## src/rtl/pipelined_adder_nbit_if.sv

```systemverilog
// Handshake bundle for pipelined_adder_nbit: operand side (in_*/a/b/cin/sub)
// and result side (out_*/sum/cout, plus ovf when ADDER_OVF_EN is defined).
interface pipelined_adder_nbit_if #(
    parameter int WIDTH = 16
);
    logic             in_valid;
    logic             in_ready;
    logic [WIDTH-1:0] a;
    logic [WIDTH-1:0] b;
    logic             cin;
    logic             sub;
    logic             out_valid;
    logic             out_ready;
    logic [WIDTH-1:0] sum;
    logic             cout;
`ifdef ADDER_OVF_EN
    logic             ovf;
`endif

    modport master (
        output in_valid, a, b, cin, sub, out_ready,
        input  in_ready, out_valid, sum, cout
`ifdef ADDER_OVF_EN
        , input ovf
`endif
    );

    modport slave (
        input  in_valid, a, b, cin, sub, out_ready,
        output in_ready, out_valid, sum, cout
`ifdef ADDER_OVF_EN
        , output ovf
`endif
    );
endinterface

```

## src/rtl/pipelined_adder_nbit.sv

```systemverilog
// Pipelined add/subtract: STAGES registered chunks of WIDTH/STAGES bits.
// Ports: clk, rst_n (async active-low), io (slave modport: in_valid/in_ready,
// a, b, cin, sub, out_valid/out_ready, sum, cout; ovf if ADDER_OVF_EN).
module pipelined_adder_nbit #(
    parameter int WIDTH  = 16,
    parameter int STAGES = 4
) (
    input logic                   clk,
    input logic                   rst_n,
    pipelined_adder_nbit_if.slave io
);
    localparam int CHUNK = WIDTH / STAGES;
    localparam int LAST  = STAGES - 1;

    logic [STAGES-1:0] v_q, v_d;
    logic [STAGES-1:0] adv;
    logic [STAGES-1:0] load;
    logic [STAGES:0]   free;

    logic [WIDTH-1:0]  a_q [STAGES];
    logic [WIDTH-1:0]  a_d [STAGES];
    logic [WIDTH-1:0]  b_q [STAGES];
    logic [WIDTH-1:0]  b_d [STAGES];
    logic [WIDTH-1:0]  s_q [STAGES];
    logic [WIDTH-1:0]  s_d [STAGES];
    logic [STAGES-1:0] c_q, c_d;

    logic [WIDTH-1:0]  src_a [STAGES];
    logic [WIDTH-1:0]  src_b [STAGES];
    logic [WIDTH-1:0]  src_s [STAGES];
    logic [STAGES-1:0] src_c;
    logic [CHUNK:0]    t;

`ifdef ADDER_OVF_EN
    logic ovf_q, ovf_d;
`endif

    // free[i]: slot i can take new data this cycle (empty or moving on).
    always_comb begin
        free         = '0;
        adv          = '0;
        load         = '0;
        v_d          = v_q;
        free[STAGES] = io.out_ready;
        for (int i = STAGES - 1; i >= 0; i--) begin
            adv[i]  = v_q[i] & free[i+1];
            free[i] = !v_q[i] | adv[i];
        end
        load[0] = io.in_valid & free[0];
        for (int i = 1; i < STAGES; i++) begin
            load[i] = adv[i-1];
        end
        for (int i = 0; i < STAGES; i++) begin
            v_d[i] = load[i] | (v_q[i] & !adv[i]);
        end
    end

    // Subtract folds into add: b inverted and carry-in inverted at entry.
    always_comb begin
        src_a[0] = io.a;
        src_b[0] = io.sub ? ~io.b : io.b;
        src_c[0] = io.sub ? ~io.cin : io.cin;
        src_s[0] = '0;
        for (int i = 1; i < STAGES; i++) begin
            src_a[i] = a_q[i-1];
            src_b[i] = b_q[i-1];
            src_c[i] = c_q[i-1];
            src_s[i] = s_q[i-1];
        end
        c_d = c_q;
        t   = '0;
        for (int i = 0; i < STAGES; i++) begin
            t = {1'b0, src_a[i][i*CHUNK +: CHUNK]}
              + {1'b0, src_b[i][i*CHUNK +: CHUNK]}
              + {{CHUNK{1'b0}}, src_c[i]};
            a_d[i] = a_q[i];
            b_d[i] = b_q[i];
            s_d[i] = s_q[i];
            if (load[i]) begin
                a_d[i] = src_a[i];
                b_d[i] = src_b[i];
                s_d[i] = src_s[i];
                s_d[i][i*CHUNK +: CHUNK] = t[CHUNK-1:0];
                c_d[i] = t[CHUNK];
            end
        end
`ifdef ADDER_OVF_EN
        // t still holds the last stage's chunk; a^b^s at the MSB is the carry into it.
        ovf_d = ovf_q;
        if (load[LAST]) begin
            ovf_d = src_a[LAST][WIDTH-1] ^ src_b[LAST][WIDTH-1]
                  ^ t[CHUNK-1] ^ t[CHUNK];
        end
`endif
    end

    always_ff @(posedge clk or negedge rst_n) begin
        if (!rst_n) begin
            v_q <= '0;
            c_q <= '0;
            for (int i = 0; i < STAGES; i++) begin
                a_q[i] <= '0;
                b_q[i] <= '0;
                s_q[i] <= '0;
            end
`ifdef ADDER_OVF_EN
            ovf_q <= 1'b0;
`endif
        end else begin
            v_q <= v_d;
            c_q <= c_d;
            for (int i = 0; i < STAGES; i++) begin
                a_q[i] <= a_d[i];
                b_q[i] <= b_d[i];
                s_q[i] <= s_d[i];
            end
`ifdef ADDER_OVF_EN
            ovf_q <= ovf_d;
`endif
        end
    end

    assign io.in_ready  = free[0];
    assign io.out_valid = v_q[LAST];
    assign io.sum       = s_q[LAST];
    assign io.cout      = c_q[LAST];
`ifdef ADDER_OVF_EN
    assign io.ovf       = ovf_q;
`endif

endmodule

```

## src/flat_wrapper.sv

```systemverilog
// flat-port wrapper written by rule: the top's interface ports become plain ports
module pipelined_adder_nbit_flat 
#(
    parameter int WIDTH  = 16,
    parameter int STAGES = 4
)
  (clk, rst_n, io_in_valid, io_a, io_b, io_cin, io_sub, io_out_ready, io_in_ready, io_out_valid, io_sum, io_cout);
  pipelined_adder_nbit_if #(.WIDTH(WIDTH)) io_i ();
  input logic clk;
  input logic rst_n;
  input wire logic [$bits(io_i.in_valid)-1:0] io_in_valid;
  input wire logic [$bits(io_i.a)-1:0] io_a;
  input wire logic [$bits(io_i.b)-1:0] io_b;
  input wire logic [$bits(io_i.cin)-1:0] io_cin;
  input wire logic [$bits(io_i.sub)-1:0] io_sub;
  input wire logic [$bits(io_i.out_ready)-1:0] io_out_ready;
  output wire logic [$bits(io_i.in_ready)-1:0] io_in_ready;
  output wire logic [$bits(io_i.out_valid)-1:0] io_out_valid;
  output wire logic [$bits(io_i.sum)-1:0] io_sum;
  output wire logic [$bits(io_i.cout)-1:0] io_cout;
  assign io_i.in_valid = io_in_valid;
  assign io_i.a = io_a;
  assign io_i.b = io_b;
  assign io_i.cin = io_cin;
  assign io_i.sub = io_sub;
  assign io_i.out_ready = io_out_ready;
  assign io_in_ready = io_i.in_ready;
  assign io_out_valid = io_i.out_valid;
  assign io_sum = io_i.sum;
  assign io_cout = io_i.cout;
  pipelined_adder_nbit #(.WIDTH(WIDTH), .STAGES(STAGES)) u_core (.clk(clk), .rst_n(rst_n), .io(io_i));
endmodule
```

## config.mk

```make
export PLATFORM = sky130hd
export DESIGN_NAME = pipelined_adder_nbit_flat
export DESIGN_NICKNAME = d
export VERILOG_FILES = /design/src/rtl/pipelined_adder_nbit_if.sv /design/src/rtl/pipelined_adder_nbit.sv /design/src/flat_wrapper.sv
export SDC_FILE = /design/constraint.sdc
export NUM_CORES = 1
export LEC_CHECK = 0
export ABC_AREA = 1
export BUFFER_PORTS_ARGS = -buffer_cell sky130_fd_sc_hd__buf_2
export CORE_MARGIN = 3
export CORE_UTILIZATION = 55
export CTS_BUF_LIST = sky130_fd_sc_hd__clkbuf_8 sky130_fd_sc_hd__clkbuf_16
export CTS_CLUSTER_DIAMETER = 30
export DETAILED_ROUTE_END_ITERATION = 10
export PLACE_DENSITY_LB_ADDON = 0.15
export SETUP_SLACK_MARGIN = 0.5
export SLEW_MARGIN = 30
export SYNTH_ARGS = -nofsm -noshare
export SYNTH_HDL_FRONTEND = slang
export SYNTH_SLANG_ARGS = --single-unit
```

## constraint.sdc

```tcl
create_clock -name clk -period 2.2 [get_ports clk]
set_input_delay 0.22 -clock clk [delete_from_list [all_inputs] [get_ports clk]]
set_output_delay 0.22 -clock clk [all_outputs]
set_load 0.05 [all_outputs]
```

== Word level (Yosys, flattened, before mapping) ==
Index checks and enable logic that the tools add are counted.
Storage, ports and cells
  output and inout bits: 19
  bits in registers: 144
  word-level logic and storage cells: 52
Cells by class
  add/subtract/negate cells: 8
  multiplexer cells: 2
  reductions and logical operators: 8
  bitwise operators: 19
Operators with widths (number)
  adder 4 x 4 -> 5 bit: 4
  adder 5 x 1 -> 5 bit: 4
  two-way mux 16 bit: 1
  NOT 16 bit: 1
  bitwise AND 1 bit: 9
  logical NOT 1 bit: 8
  OR 1 bit: 8
  two-way mux 1 bit: 1
  NOT 1 bit: 1

== Depth between registers and ports, before layout ==
Gate-level depths: netlist (run 1).
  depth after elaboration: 10
  gate-level depth with buffers: 10
  gate-level depth less buffers: 8

== Worst setup path before layout (run 1) ==
No wires, ideal clock.
  kind: input-to-reg
  from: input io_sub
  to: register u_core.s_q[50] (netlist bit)
  required time: 2080 ps
  stages on the path: 8
  path slack: 208 ps
  library setup time: 120 ps
  arrival time: 1873 ps
  cells stage by stage: buf_2 buf_4 xor2_1 fa_1 fa_1 xor2_1 nand3_1 nand2_1
On the way
  word-level cells in the longest chain between the ends: 3
  elaborated cells between the ends (all ways): 4
RTL lines
  start: declaration: line flat_wrapper.sv:15  | input wire logic [$bits(io_i.sub)-1:0] io_sub;
  two-way mux 16 bit: line pipelined_adder_nbit.sv:61  | src_b[0] = io.sub ? ~io.b : io.b;
  adder 4 x 4 -> 5 bit: line pipelined_adder_nbit.sv:74  | + {1'b0, src_b[i][i*CHUNK +: CHUNK]}
  adder 5 x 1 -> 5 bit (*): line pipelined_adder_nbit.sv:75  | + {{CHUNK{1'b0}}, src_c[i]};
  end signal: indexed assignment: line pipelined_adder_nbit.sv:115  | s_q[i] <= s_d[i];
  end: declaration: line pipelined_adder_nbit.sv:24  | logic [WIDTH-1:0] s_q [STAGES];
Every way passes the cells marked *; elsewhere a longest branch is shown, timed or not.
A chain may end at the register's enable or synchronous reset.

== Final worst setup path (run 1) ==
  from: register u_core.c_q[0]
  to: register u_core.s_q[37] (netlist bit)
On the way
  word-level cells in the longest chain between the ends: 1
RTL lines
  start: declaration: line pipelined_adder_nbit.sv:26  | logic [STAGES-1:0] c_q, c_d;
  start signal: assignment: line pipelined_adder_nbit.sv:100  | c_q <= '0;
  start signal: assignment: line pipelined_adder_nbit.sv:111  | c_q <= c_d;
  adder 5 x 1 -> 5 bit: line pipelined_adder_nbit.sv:75
Every way passes these cells.

==> results_dict.tcl, run 1 <==
set metrics [dict create \
    synth_seq_cells 96 \
    p_sw_uw 2140 \
    p_int_uw 3620 \
    final_area_um2 5080 \
    clockRootBuffer "clkbuf_8" \
    crit_chain "fa_1 -> inv_1 -> fa_1 -> o21ai_0" \
    critPathKind "reg2reg" \
    place_hpwl_mm 5.61 \
    fin_worst_skew_ps 12.0 \
    yosys.area_share.simple_pct 24.4 \
    crit_family "adder cells" \
    clock_latency_ps 350 \
    ios 57 \
    cap_violations 0 \
    drv_slew 0 \
    p_clk_share_pct 22.6 \
    rsz0062_at_grt "no" \
    netlist_instances 504 \
    finalSetupTns_ps 0 \
    r2r-start "u_core.c_q[0]" \
    filler_cell_count 677 \
    die-area_um2 9280 \
    min-delay-path-class "in2reg" \
    layout-drive-gt1-share_pct 16.7 \
    firstDrtPassIters 4 \
    path_depth 4 \
    critPathBufInv 1 \
    startpoint "u_core.c_q[0]" \
    synth-compound-area-share_pct 3.79 \
    slowest_delay_ps 450 \
    relSlewSlack_pct 66.6 \
    vias 3187 \
    placed_area_um2 4760 \
    drtIter0Drc 148 \
    final.min_clock_period_ps 1630 \
    combinationalPowerShare_pct 32.6 \
    grt_pass1_vias 2996 \
    yosys.area_share.adder_pct 6.91 \
    worstSetupEndpointType "register" \
    clockBufferDepth 2 \
    power_density_nw_per_um2 1130 \
    outcome "complete, no violations" \
    setup_viol 0 \
    worst_r2r_path_depth 4 \
    peakVddDrop_mv 0.430 \
    synth_nets 562 \
    rows 32 \
    start_util_pct 57.5 \
    path_clk_slew_ps 90 \
    antenna_found_initial 0 \
    layout_setup_ws_ps 568 \
    cts_tree "yes" \
    hp-start "io_a[12]" \
    multi_input_area_um2 1790 \
    core_um2 7810 \
    whs_ps 94.0 \
    post_drt_wl_per_cell_um 12.5 \
    die_height_um 96.3 \
    min_path_cells 3 \
    grt_usage_pct 19.4 \
    startpoint_type "register" \
    swShare_pct 37.1 \
    antennaDiodeCount 0 \
    fin_nets 603 \
    cts_sinks 96 \
    grt_overflow_total 0 \
    gp_congestion 0.792 \
    ant_nets 0 \
    required_ps 2460 \
    cts-buffers-inserted 9 \
    port_buffers 56 \
    cpMaxStageDelayCell "fa_1" \
    area_delta_synth_final_pct 13.1 \
    synth-seq-area-share_pct 53.5 \
    post-route-drc-count 0 \
    fmax_mhz 613 \
    pwr-share-seq_pct 44.7 \
    path_common_cell "fa_1" \
    dp_slack_ps 413 \
    fin_crit_sh_pct 74.2 \
    ys_warn_count 0 \
    die_width_um 96.3 \
    synth_xor_area_share_pct 4.10 \
    synth.distinct_cells 24 \
    final_hold_viol_count 0 \
    grt_max_degree 97 \
    syn_area_per_cell_um2 8.90 \
    grt_pass1_wl_mm 14.0 \
    synth_area_um2 4490 \
    p_leak_uw 0.00277 \
    worstMarginPinSlew_ps 501 \
    synth.mux.area_fraction_pct 0 \
    regArea_um2 2400 \
    vias_per_cell 4.89 \
    routed_wl_mm 8.17 \
    cp.arrival_ps 1890 \
    path_max_fanout 2 \
    synth_top_family_by_area "simple AND/OR/NAND/NOR gates" \
    htree_levels 3 \
]
-- Yosys cell counts --
cell,n,area (um^2)
inv_1,23,86.3
xnor2_1,1,8.76
fa_1,8,160
dfrtp_1,96,2400
buf_2,13,65.1
ha_1,12,150
o21ai_1,7,35.0
inv_2,2,7.51
nand4_1,1,6.26
nand2_1,219,822
nand3b_1,3,22.5
o21ai_0,20,100
buf_1,2,7.51
nor2_2,1,6.26
or2_2,2,12.5
a21oi_1,7,35.0
nand4_2,1,12.5
buf_4,18,135
xor2_1,20,175
nor2_1,4,15.0
nand2_2,1,6.26
nand3_1,38,190
buf_6,1,11.3
clkbuf_1,4,15.0
-- area by class of cell --
| type | instances | share of cell area (%) |
|---|---|---|
| clock buffer | 12 | 3.25 |
| clock inverter | 4 | 1.33 |
| inverter | 25 | 1.85 |
| multi-input combinational | 345 | 35.2 |
| sequential | 96 | 47.3 |
| tap | 102 | 2.51 |
| timing repair buffer | 68 | 8.53 |
-- power by group through the flow --
stage | clock network (uW) | registers, uW | logic, uW
2_1_floorplan | 0 | 2570 | 1610
3_3_place_gp | 0 | 2590 | 1810
3_5_place_dp | 0 | 2610 | 1860
4_1_cts | 1320 | 2570 | 1880
5_1_grt | 1400 | 2640 | 2130
6_report | 1300 | 2580 | 1880
-- through the flow --
step                      util (%)  cells  total power (uW)
after floorplan                  -    504              4180
after global placement        61.0    632              4400
after detailed placement      61.0    632              4470
after CTS                     64.3    650              5770
after global routing          65.0    652              6180
final                         65.0    652              5760
-- metal layers --
metal  GRT usage [%]  routed length, um  share of wire (%)
met5               0                  0                  0
met4            6.66                138                1.7
met3            3.36                401                4.9
met2            28.5               3530                 43
met1            29.1               4100                 50
-- placed cells by master, fill, tap and decap left out, drive strengths merged --
cell,n
nand2,220
xor2,20
a21oi,7
or2,2
nor2,5
fa,8
o21ai,27
bufinv,2
dfrtp,96
xnor2,1
nand4,2
clkbuf,13
nand3,38
inv,27
buf,66
dlygate4sd3,1
nand3b,3
ha,12
-- what timing repair did --
action                                  in CTS  in global routing
hold endpoints to repair                    96                  0
setup buffers                                1                  1
cloned                                       0                  1
hold buffers                                 1                  0
endpoints found under the setup margin       1                  3
resized for setup                            2                  5
-- logic make-up after synthesis --
logic type,Yosys count
AO/OA/AOI/OAI,34
XOR/XNOR,21
adder cells (fa/ha/maj),20
buffers and inverters,63
flip-flops,96
AND/OR/NAND/NOR,270
-- final timing paths --
kind                                    endpoint  slack (ps)
worst min register to register    u_core.b_q[46]         460
min in group asynchronous       u_core.io.sum[3]         450
worst max register to register    u_core.s_q[37]         570
max in group asynchronous         u_core.a_q[53]        1360
worst max-delay path              u_core.s_q[37]         570
worst min-delay path              u_core.a_q[60]          90
-- registers in the layout, indices dropped and copies added, names as in the netlist --
| signal | cells |
|---|---|
| u_core.c_q | 4 |
| u_core.b_q | 24 |
| u_core.io.sum | 16 |
| u_core.a_q | 24 |
| u_core.v_q | 4 |
| u_core.s_q | 24 |
-- worst register-to-register path, cell delays in order (launching register included) --
cell and delay [ps]:
dfrtp_1 410, fa_1 450, inv_1 90, fa_1 420
o21ai_0 180
No activity file was read; power rests on OpenSTA's default activity.
==> inputs of run 2 (changes only) <==
CORE_UTILIZATION = 52   (was 55)
clock period = 1.4 ns   (was 2.2 ns; I/O delays follow)
==> run 2 against run 1 <==
The run now ends with negative setup slack left. Core utilization rose by 19 points. Maximum frequency increased by 5.0%. Count of clock-buffer cells in the layout down 2. Via count grew 22%. Sequential power up 71%. Worst hold slack worse by 90 ps. Final cell count grew 11%. Cell area rose by 37%. First-iteration DRC count grew 12%. Largest power group is now combinational cells. Highest routed layer unchanged.
==> results_dict.tcl, run 2 (synthesis results as in run 1) <==
set metrics [dict create \
    grt_max_degree 44 \
    path_max_fanout 2 \
    crit_family "adder cells" \
    area_delta_synth_final_pct 55.5 \
    die_width_um 98.9 \
    ant_nets 0 \
    fin_nets 669 \
    final_area_um2 6980 \
    core_um2 8300 \
    placed_area_um2 5030 \
    start_util_pct 54.1 \
    htree_levels 3 \
    combinationalPowerShare_pct 45.5 \
    clockBufferDepth 2 \
    grt_usage_pct 23.7 \
    layout-drive-gt1-share_pct 55.7 \
    path_clk_slew_ps 100 \
    post_drt_wl_per_cell_um 18.3 \
    path_common_cell "fa_2" \
    layout_setup_ws_ps -153 \
    startpoint_type "register" \
    cts-buffers-inserted 9 \
    rrSetupSlack_ps -150 \
    layout.cells.most_common "dfrtp_1" \
    p_leak_uw 0.00359 \
    p_int_uw 6880 \
    drv_slew 0 \
    setup_viol 29 \
    ios 57 \
    cp.arrival_ps 1850 \
    top_usage_layer "met2" \
    worstMarginPinSlew_ps 329 \
    power_uw 11600 \
    r2r-end "u_core.s_q[37]" \
    drtIter0Drc 166 \
    die_height_um 98.9 \
    grt_pass1_vias 3823 \
    grt_use_met3_pct 4.60 \
    clockRootBuffer "clkbuf_8" \
    crit_chain "fa_2 -> inv_2 -> fa_2 -> o21ai_1" \
    violations "negative setup slack" \
    grt_overflow_total 0 \
    min_path_cells 3 \
    met2_usage_pct 41.0 \
    die-area_um2 9780 \
    hold_end "u_core.a_q[53]" \
    worst_r2r_path_depth 4 \
    required_ps 1700 \
    use_met1_pct 29.4 \
    place_hpwl_mm 6.02 \
    largestRegisters "u_core.a_q (24), u_core.b_q (24), u_core.s_q (24)" \
    fin_util_pct 84.1 \
    cap_violations 0 \
    relSlewSlack_pct 78.1 \
    path_depth 4 \
    routed_wl_mm 13.2 \
    peakVddDrop_mv 0.860 \
    min-delay-path-class "in2reg" \
    final.min_clock_period_ps 1550 \
    cts_sinks 96 \
    post-route-drc-count 0 \
    r2r-start "u_core.a_q[52]" \
    gp_congestion 0.844 \
    grt_pass1_wl_mm 18.4 \
    rsz0062_at_grt "yes" \
    final_cell_mix "dfrtp_1 (93), nand2_1 (92), nand2_2 (78)" \
    worstSetupEndpointType "register" \
    port_buffers 56 \
    swShare_pct 40.5 \
    cpMaxStageDelayCell "dfrtp_1" \
    power_density_nw_per_um2 1660 \
    pwr-share-seq_pct 38.0 \
    antennaDiodeCount 0 \
    firstDrtPassIters 5 \
    final_hold_viol_count 0 \
    fin_worst_skew_ps 18.8 \
    dp_slack_ps -285 \
    outcome "complete, but fails checks" \
    p_clk_share_pct 16.5 \
    cts_tree "yes" \
    vias_per_cell 5.41 \
    slowest_delay_ps 430 \
    fmax_mhz 644 \
    hp-start "io_a[5]" \
    rows 33 \
    p_sw_uw 4690 \
    fin_crit_sh_pct 111 \
    finalSetupTns_ps -1690 \
    antenna_found_initial 0 \
    critPathBufInv 1 \
    vias 3903 \
    critPathKind "reg2reg" \
    clock_latency_ps 370 \
]
[run 2: layout make-up]
cell class	count	area [um^2]
Fill cell	403	1320
Sequential cell	96	2410
Timing Repair Buffer	132	1460
Multi-Input combinational cell	345	2650
Timing Repair inverter	2	15.0
Inverter	25	114
Clock buffer	10	138
Clock inverter	6	67.6
Tap cell	105	131
[run 2: timing repair]
item / CTS / global route
pin swaps: 33 / 43
endpoints found under the setup margin: 112 / 115
gates cloned: 14 / 3
buffers inserted: 26 / 16
hold endpoints to repair: 94 / 0
hold buffers: 3 / 0
resized for setup: 173 / 122
[run 2: how the worst max path moves through the flow]
stage / from / to / slack [ps]
final: u_core.a_q[52] / u_core.s_q[37] / -150
after detailed placement: io_sub / u_core.s_q[49] / -280
after global placement: io_sub / u_core.c_q[0] / -260
after floorplan: io_sub / u_core.s_q[50] / -340
after global routing: u_core.a_q[28] / u_core.c_q[3] / -210
after CTS: u_core.a_q[28] / u_core.io.sum[14] / -140
[run 2: power groups by stage]
stage,clock network (uW),logic [uW],registers (uW)
after floorplan,0,2770,4050
after global placement,0,3120,4080
after detailed placement,0,3200,4120
after CTS,1900,4370,4200
after global routing,2040,5630,4470
final,1900,5270,4400
[run 2: layer usage]
layer | vias to the layer above | wire length, um
met2 | 151 | 7080
met5 | - | 0
li1 | 1781 | -
met3 | 37 | 573
met1 | 1934 | 5110
met4 | 0 | 420
[run 2: through the flow]
step                      hold slack [ps]  std cells
final                                4.27        721
after global routing                 5.03        721
after CTS                           0.295        702
after detailed placement             52.2        643
after global placement               46.8        643
after floorplan                      -156        504
[run 2: tightest hold or removal path, stage by stage]
cell and delay (ps):
buf_2 80, nand3_2 60, nand2_1 50
==> inputs of run 3 (changes only) <==
CORE_UTILIZATION = 45   (was 52)
clock period = 1.6 ns   (was 1.4 ns; I/O delays follow)
==> run 3 against run 2 <==
The flow now finishes without violations. Core utilization fell by 14 points. Combinational power fell by 22%. Non-clock buffer count fell by 12. Largest cell class unchanged. Global-route usage fell by 5.7 points. Final cell count rose by 2.1%.
==> results_dict.tcl, run 3 (synthesis results as in run 1) <==
set metrics [dict create \
    cts_tree "yes" \
    grt_pass1_wl_mm 16.2 \
    fin_crit_sh_pct 96.2 \
    outcome "complete, no violations" \
    worst_r2r_path_depth 4 \
    required_ps 1890 \
    grt_max_degree 43 \
    cpMaxStageDelayCell "dfrtp_1" \
    drtIter0Drc 179 \
    rsz0062_at_grt "yes" \
    path_depth 4 \
    hp-start "io_a[5]" \
    crit_chain "fa_2 -> fa_2 -> xnor2_2 -> o21ai_1" \
    clockBufferDepth 2 \
    vias_per_cell 4.78 \
    final_cell_mix "nand2_1 (144), dfrtp_1 (93), nand2_2 (45)" \
    power_density_nw_per_um2 1450 \
    path_max_fanout 2 \
    placed_area_um2 5020 \
    crit_family "adder cells" \
    final_hold_viol_count 0 \
    rrSetupSlack_ps 60 \
    htree_levels 3 \
    largestRegisters "u_core.a_q (24), u_core.b_q (24), u_core.s_q (24)" \
    area_delta_synth_final_pct 46.9 \
    antennaDiodeCount 0 \
    final_area_um2 6590 \
    stdcell_count 736 \
    fin_nets 660 \
    die_width_um 106 \
    start_util_pct 47.4 \
    gp_congestion 0.770 \
    grt_overflow_total 0 \
    die_height_um 106 \
    startpoint_type "register" \
    worstSetupEndpointType "register" \
    filler_cell_count 754 \
    p_leak_uw 0.00340 \
    critPathCapture "u_core.io.sum[14]" \
    antenna_found_initial 0 \
    r2r-start "u_core.a_q[28]" \
    routed_wl_mm 10.3 \
    post-route-drc-count 0 \
    rows 35 \
    place_inst 665 \
    grt_pass1_vias 3381 \
    path_clk_slew_ps 90 \
    post_drt_wl_per_cell_um 14.0 \
    final.min_clock_period_ps 1540 \
    clock_latency_ps 370 \
    clockRootBuffer "clkbuf_8" \
    cts-buffers-inserted 9 \
    fin_util_pct 69.7 \
    worstMarginPinSlew_ps 427 \
    cp.arrival_ps 1830 \
    core_um2 9460 \
    firstDrtPassIters 4 \
    slowest_delay_ps 420 \
    vias 3518 \
    ant_nets 0 \
    grt_usage_pct 18.0 \
    die-area_um2 11200 \
    cts_sinks 96 \
    peakVddDrop_mv 0.651 \
    min-delay-path-class "in2reg" \
    layout-drive-gt1-share_pct 46.5 \
    drv_slew 0 \
    critPathBufInv 0 \
    relSlewSlack_pct 71.5 \
    startpoint "u_core.a_q[28]" \
    fin_worst_skew_ps 10.3 \
    fmax_mhz 649 \
    place_hpwl_mm 5.97 \
    port_buffers 56 \
    r2r-end "u_core.io.sum[14]" \
    ios 57 \
    setup_viol 0 \
    critPathKind "reg2reg" \
    layout.cells.most_common "nand2_1" \
    cap_violations 0 \
    path_common_cell "fa_2" \
]
run 3: changes by cell type in the layout (fill, tap and decap cells not counted), moves of 3 or more:
cell	previous run	this run
nand3_1	13	10
nand2_1	92	144
inv_6	3	0
buf_8	3	6
nand2_2	78	45
buf_16	11	3
o21ai_2	13	9
nand3_2	24	28
o21ai_1	14	18
nand2_4	46	28
run 3: worst min-delay path: cells and delay by family:
| kind | cells | cell delay (ps) |
|---|---|---|
| buffers and inverters | 1 | 80 |
| AND/OR/NAND/NOR | 2 | 110 |
run 3: how the worst min path moves through the flow:
stage	endpoint	cells past startpoint	slack, ps
3_3_place_gp	u_core.io.sum[3]	1	50
6_report	u_core.a_q[53]	3	20
4_1_cts	u_core.a_q[63]	3	10
5_1_grt	u_core.a_q[62]	3	20
3_5_place_dp	u_core.io.sum[4]	1	50
2_1_floorplan	u_core.a_q[28]	0	-140
run 3: through the flow:
stage                     setup TNS, ps  hold slack (ps)  worst slack, ps  total power, uW
after global routing                  0             19.7             4.61            10100
after CTS                             0             12.9             35.3             8840
after floorplan                    -454             -136             -160             5960
after detailed placement           -347             50.5             -114             6350
final                                 0             22.8             60.3             9560
after global placement             -257             49.2            -95.3             6280
run 3: layout make-up:
cell class | count | area (um^2) | share of cell area, %
Clock buffer | 10 | 138 | 2.09
Clock inverter | 6 | 82.6 | 1.25
Inverter | 25 | 126 | 1.92
Multi-Input combinational cell | 346 | 2420 | 36.8
Sequential cell | 96 | 2410 | 36.5
Tap cell | 129 | 161 | 2.45
Timing Repair Buffer | 120 | 1200 | 18.3
Timing Repair inverter | 4 | 50.0 | 0.759
run 3: repair_timing:
| action | 4_1_cts | 5_1_grt |
|---|---|---|
| hold buffers | 1 | 0 |
| buffers inserted | 21 | 21 |
| gates cloned | 8 | 4 |
| pin swaps | 20 | 27 |
| setup endpoints to repair | 99 | 110 |
| hold endpoints to repair | 96 | 0 |
| gates resized for setup | 102 | 131 |
run 3: where the power goes:
group	internal [uW]	switching, uW
sequential	3150	564
clock	915	849
combinational	1870	2210
total	5930	3630
run 3: metal layers:
| layer | track usage (%) | vias up | part of all wire [%] |
|---|---|---|---|
| met5 | 0 | - | 0 |
| met4 | 6.57 | 0 | 1.9 |
| met3 | 2.63 | 16 | 3.0 |
| met2 | 29.9 | 66 | 51 |
| met1 | 24.2 | 1677 | 44 |
| li1 | - | 1759 | - |
